### src/rtl/mux_nx1_reg.sv
// Registered N-to-1 word multiplexer with valid/ready on every input channel and on the output.
// Define MUX_RR_EN to add the `mode` port and round-robin arbitration; otherwise select is fixed by ctrl.
module mux_nx1_reg #(
  parameter int WIDTH = 32,
  parameter int N     = 4,
  parameter int SEL_W = 2
) (
  input  logic               clk,
  input  logic               rst,
  input  logic [SEL_W-1:0]   ctrl,
`ifdef MUX_RR_EN
  input  logic               mode,
`endif
  input  logic [N*WIDTH-1:0] in_data,
  input  logic [N-1:0]       in_valid,
  output logic [N-1:0]       in_ready,
  output logic [WIDTH-1:0]   S,
  output logic               out_valid,
  input  logic               out_ready,
  output logic [SEL_W-1:0]   out_sel
);

  logic               accept;
  logic               grant_ok;
  logic               xfer;
  logic [SEL_W-1:0]   grant;
  logic [WIDTH-1:0]   grant_data;

  // The register can take a new word when empty or when it drains this same cycle.
  assign accept = !out_valid || out_ready;

`ifdef MUX_RR_EN
  logic [SEL_W-1:0] last;
  logic             rr_ok;
  logic [SEL_W-1:0] rr_grant;
  logic [SEL_W-1:0] rr_idx;

  // First valid channel found searching upward from last+1, wrapping at N-1.
  always_comb begin
    rr_ok    = 1'b0;
    rr_grant = '0;
    rr_idx   = '0;
    for (int i = 0; i < N; i++) begin
      rr_idx = SEL_W'((int'(last) + 1 + i) % N);
      if (!rr_ok && in_valid[rr_idx]) begin
        rr_ok    = 1'b1;
        rr_grant = rr_idx;
      end
    end
  end

  always_ff @(posedge clk or posedge rst) begin
    if (rst) begin
      last <= SEL_W'(N - 1);
    end else if (xfer) begin
      last <= grant;
    end
  end
`endif

  always_comb begin
    grant    = ctrl;
    grant_ok = (int'(ctrl) < N);
`ifdef MUX_RR_EN
    if (mode) begin
      grant    = rr_grant;
      grant_ok = rr_ok;
    end
`endif
  end

  always_comb begin
    in_ready   = '0;
    grant_data = '0;
    for (int k = 0; k < N; k++) begin
      if (SEL_W'(k) == grant) begin
        in_ready[k] = grant_ok && accept;
        grant_data  = in_data[k*WIDTH +: WIDTH];
      end
    end
  end

  assign xfer = |(in_valid & in_ready);

  // A transfer overwrites the held word; otherwise a drain simply empties the register.
  always_ff @(posedge clk or posedge rst) begin
    if (rst) begin
      S         <= '0;
      out_sel   <= '0;
      out_valid <= 1'b0;
    end else if (xfer) begin
      S         <= grant_data;
      out_sel   <= grant;
      out_valid <= 1'b1;
    end else if (out_ready) begin
      out_valid <= 1'b0;
    end
  end

endmodule

### config.mk
export PLATFORM = sky130hd
export DESIGN_NAME = mux_nx1_reg
export DESIGN_NICKNAME = d
export VERILOG_FILES = /design/src/rtl/mux_nx1_reg.sv
export SDC_FILE = /design/constraint.sdc
export NUM_CORES = 1
export LEC_CHECK = 0
export BUFFER_PORTS_ARGS = -buffer_cell sky130_fd_sc_hd__buf_2
export CAP_MARGIN = 20
export CORE_MARGIN = 10
export CORE_UTILIZATION = 39
export DETAILED_ROUTE_END_ITERATION = 8
export PLACE_DENSITY = 0.89
export SLEW_MARGIN = 10
export SYNTH_ARGS = -nofsm -noshare
export SYNTH_HDL_FRONTEND = slang
export SYNTH_SLANG_ARGS = --single-unit
### constraint.sdc
create_clock -name clk -period 1.93 [get_ports clk]
set_clock_uncertainty 0.1 [all_clocks]
set_input_delay 0.386 -clock clk [delete_from_list [all_inputs] [get_ports clk]]
set_output_delay 0.386 -clock clk [all_outputs]
set_load 0.005 [all_outputs]
* Yosys cells after proc, flatten, opt, wreduce, memory -nomap -nowiden *
Cells that the tools add are included.

word-level totals
  bits in registers = 35
  bits in writable memories = 0
  ROM bits = 0
  output and inout port bits = 39
  bits in latches = 0
  memories kept = 0

operators by class
  equality and inequality tests = 3
  div/mod/pow operators = 0
  reduce and logical (&&, ||, !) cells = 5
  shift-type cells = 0
  multiply operators = 0
  multiplexer cells = 10
  add/sub/neg operators = 0
  bitwise gates (word level) = 1
  magnitude comparators = 0

operator list
  operator            count
  $mux 32             4
  $mux 1              6
  $and 4x4->4         1
  $eq 2x2->1 const A  2
  $reduce_or 4->1     1
  $eq 1x2->1 const A  1
  $logic_not 2->1     1
  $reduce_bool 2->1   1
  $logic_not 1->1     1
  $logic_or 1x1->1    1

* Longest topological paths before layout *
  depth after elaboration = 6
  depth in mapped cells = 5
  gate-level depth less buffers = 4

* Worst setup path after synthesis *
No wires, ideal clock.

  path kind = input to register
  from = input ctrl[0]
  to = register S[15]
  stages on the path = 4
  library setup time = 0.125 ns
  path slack = 0.228 ns
  arrival = 1.477 ns
  path through = mux2_4 a31oi_4 buf_6 mux2_2

on the way
  cells in the longest elaborated chain, start to end = 5
  elaborated cells on any way between the ends = 14
  classes of those cells = 3 x eq/ne; 8 x mux; 1 x bitwise; 2 x reduce/logical

ends and longest elaborated chain
  what                   RTL line  RTL
  start, declared        10        input logic [SEL_W-1:0] ctrl,
  $logic_not 2->1        76        if (SEL_W'(k) == grant) begin
  $mux 32 (4 in series)  76
  end signal, assigned   92        S <= grant_data;
  end, declared          17        output logic [WIDTH-1:0] S,

Several ways; a longest one is shown, not always the timed one.
A chain may end at the register's enable or synchronous reset.

* Worst setup path after layout *
  from = register out_valid
  to = register S[6]

on the way
  cells in the longest elaborated chain, start to end = 5
  elaborated cells on any way between the ends = 8
  classes of those cells = 4 x mux; 1 x bitwise; 3 x reduce/logical

ends and longest elaborated chain
  what                    RTL line  RTL
  start, declared         18        output logic out_valid,
  start signal, assigned  90        out_valid <= 1'b0;
  start signal, assigned  94        out_valid <= 1'b1;
  start signal, assigned  96        out_valid <= 1'b0;
  $logic_not 1->1 (*)     30        assign accept = !out_valid || out_ready;
  $logic_or 1x1->1 (*)    30
  $mux 1                  76
  $and 4x4->4 (*)         83        assign xfer = |(in_valid & in_ready);
  $reduce_or 4->1 (*)     83

Every way passes the cells marked *; elsewhere a longest branch is shown, timed or not.

==> metrics <==
status finished, final reports clean; IO Port Bufs 175; total grt overflow 0; DR vias 1920; fill count 472; Pint 1780 uW; CP Data Arrival Time 1.82 ns; Hold Crit Class in -> async; unrepaired setup endpoints after global routing false; placed cell area 3150 sq um; Synth cell types 20; clk sinks 35; f_max 569 MHz; Worst path slowest cell dfrtp_1; final-report hold violation count 0; die height 94.8 um; crit path cell chain nor2b_1, nor3_2, a31oi_4, buf_12, mux2_2; largest net degree at the start of global routing 36; nets 442; H-tree levels 2; Die W 94.8 um; syn nets 264; clk_lat worst skew 0.27 ns; CP peak stage delay 0.36 ns; Slew Limit Headroom 0.697; Final Max Tran Viols 0; GRT Total Usage 0.161; First DRT Iteration DRCs 11; most common cell after layout, fill and taps aside buf_2; Final HPWL DP 6460 um; initial core utilization 0.399; Reg clk slew, reported paths 0.07 ns; Area growth, synth to finish 49.0%; WHS 0.110 ns; Worst setup SP type flip-flop; Via density 5.08; flops & latches, synth 35; setup violators final 0; TritonCTS clock tree done; Crit path max-delay family simple AND/OR/NAND/NOR gates; clock root buffer clkbuf_8; clock share of power 0.235; Gate power share 0.348; Placer Congestion 0.821; final instance area 3250 sq um; most frequent cells in the layout 175 x buf_2, 35 x dfrtp_1, 32 x mux4_2; initial antenna violation count 0; max_cap viols 0; setup_tns 0 ns; clk buf depth 2; measured slew at the worst slew-check pin 0.454 ns; fin crit period 1.76 ns; crit path capture type flip-flop; number of global-route vias before repair 2342; Die Footprint 8990 sq um; syn_area_per_cell 17.2 sq um; Post-Syn Area 2180 sq um; I/O Pins 176; Detail Route Antenna Nets 0; TritonCTS buffer count 5; sequential share of the synthesized area 0.401; warnings from Yosys 0; row count 27; sw frac 0.273; Routed wire per std cell 19.8 um; Synth Instances 127; core area 5470 sq um; post-CTS setup buffer count 0; DR DRC count 0; # diodes 0; CP Max Fanout 19; first-pass iteration count of the detailed router 4; Sw Pwr 670 uW; power density over the cells 753 nW/um^2; Leak 0.00160 uW; hold buffer count at CTS 0; count of cells resized by post-cts repair 0; register share of total power 0.417; WP data required 1.99 ns; first-pass GRT wire length 11400 um; worst ir drop on vdd 0.000330 V; Final period util 0.910; layout cells sized above 1 0.833; critical path type reg -> reg; worst path bufs/invs 1; Routed WL 7490 um
[cells in the mapped netlist (all sizes together)]
cell	instances	area share
inv	2	0.0034
a31oi	1	0.0097
buf	11	0.045
mux2	34	0.18
and3	1	0.0029
dfrtp	35	0.40
nor2	1	0.0017
nand2b	1	0.0029
nand3	1	0.0023
nor3	2	0.0069
o21ai	1	0.0023
nor2b	1	0.0029
mux2i	1	0.0046
mux4	32	0.33
nor3b	1	0.0034
nand2	2	0.0034
[routing by layer]
layer	GRT usage	routed length [um]	up-vias
met5	0	0	-
met4	0.0299	57	0
met3	0.0674	787	7
met2	0.307	4130	107
met1	0.160	2520	934
li1	-	-	872
[logic make-up after synthesis]
group,count (synthesis),share of synthesized area
AO/OA/AOI/OAI,2,0.0120
buffers and inverters,13,0.0487
flip-flops,35,0.401
multiplexers,67,0.512
AND/OR/NAND/NOR,10,0.0264
[through the flow]
stage	setup WS [ns]	power, uW	instances	utilization
floorplan	0.228	1460	127	-
detailed placement	0.00167	1910	370	0.576
global placement	0.0521	1860	370	0.576
finish	0.174	2450	378	0.594
CTS	0.143	2500	378	0.594
global route	0.0582	2610	378	0.594
[final timing paths]
path | start | end | slack, ns | cells after the start
setup reg to reg | out_valid | S[6] | 0.17 | 5
hold / removal | rst | S[10] | 0.11 | 3
max in group asynchronous | rst | out_sel[1] | 1.29 | 3
min in group clk | ctrl[1] | out_sel[1] | 0.39 | 3
setup / recovery | out_valid | S[6] | 0.17 | 5
hold reg to reg | S[8] | S[8] | 0.40 | 1
[tightest hold or removal path, cell delays in order]
cell and delay, ns:
buf_2 0.09, inv_1 0.05, buf_4 0.40
[flip-flops by register name (all words and copies together) (netlist names)]
signal	flops
S	32
out_sel	2
out_valid	1
[final cells by class]
class	instances	area, sq um	area share
Sequential cell	35	876	0.269
Timing Repair Buffer	182	978	0.301
Tap cell	72	90.1	0.0277
Clock buffer	8	100	0.0308
Multi-Input combinational cell	79	1200	0.369
Inverter	2	7.51	0.00231
[power by group through the flow]
stage	clock (uW)	combinational [uW]	sequential, uW
2_1_floorplan	0	414	1050
3_3_place_gp	0	836	1020
3_5_place_dp	0	876	1040
4_1_cts	594	877	1030
5_1_grt	632	932	1050
6_report	576	853	1020
(Power assumes the default switching activity.)
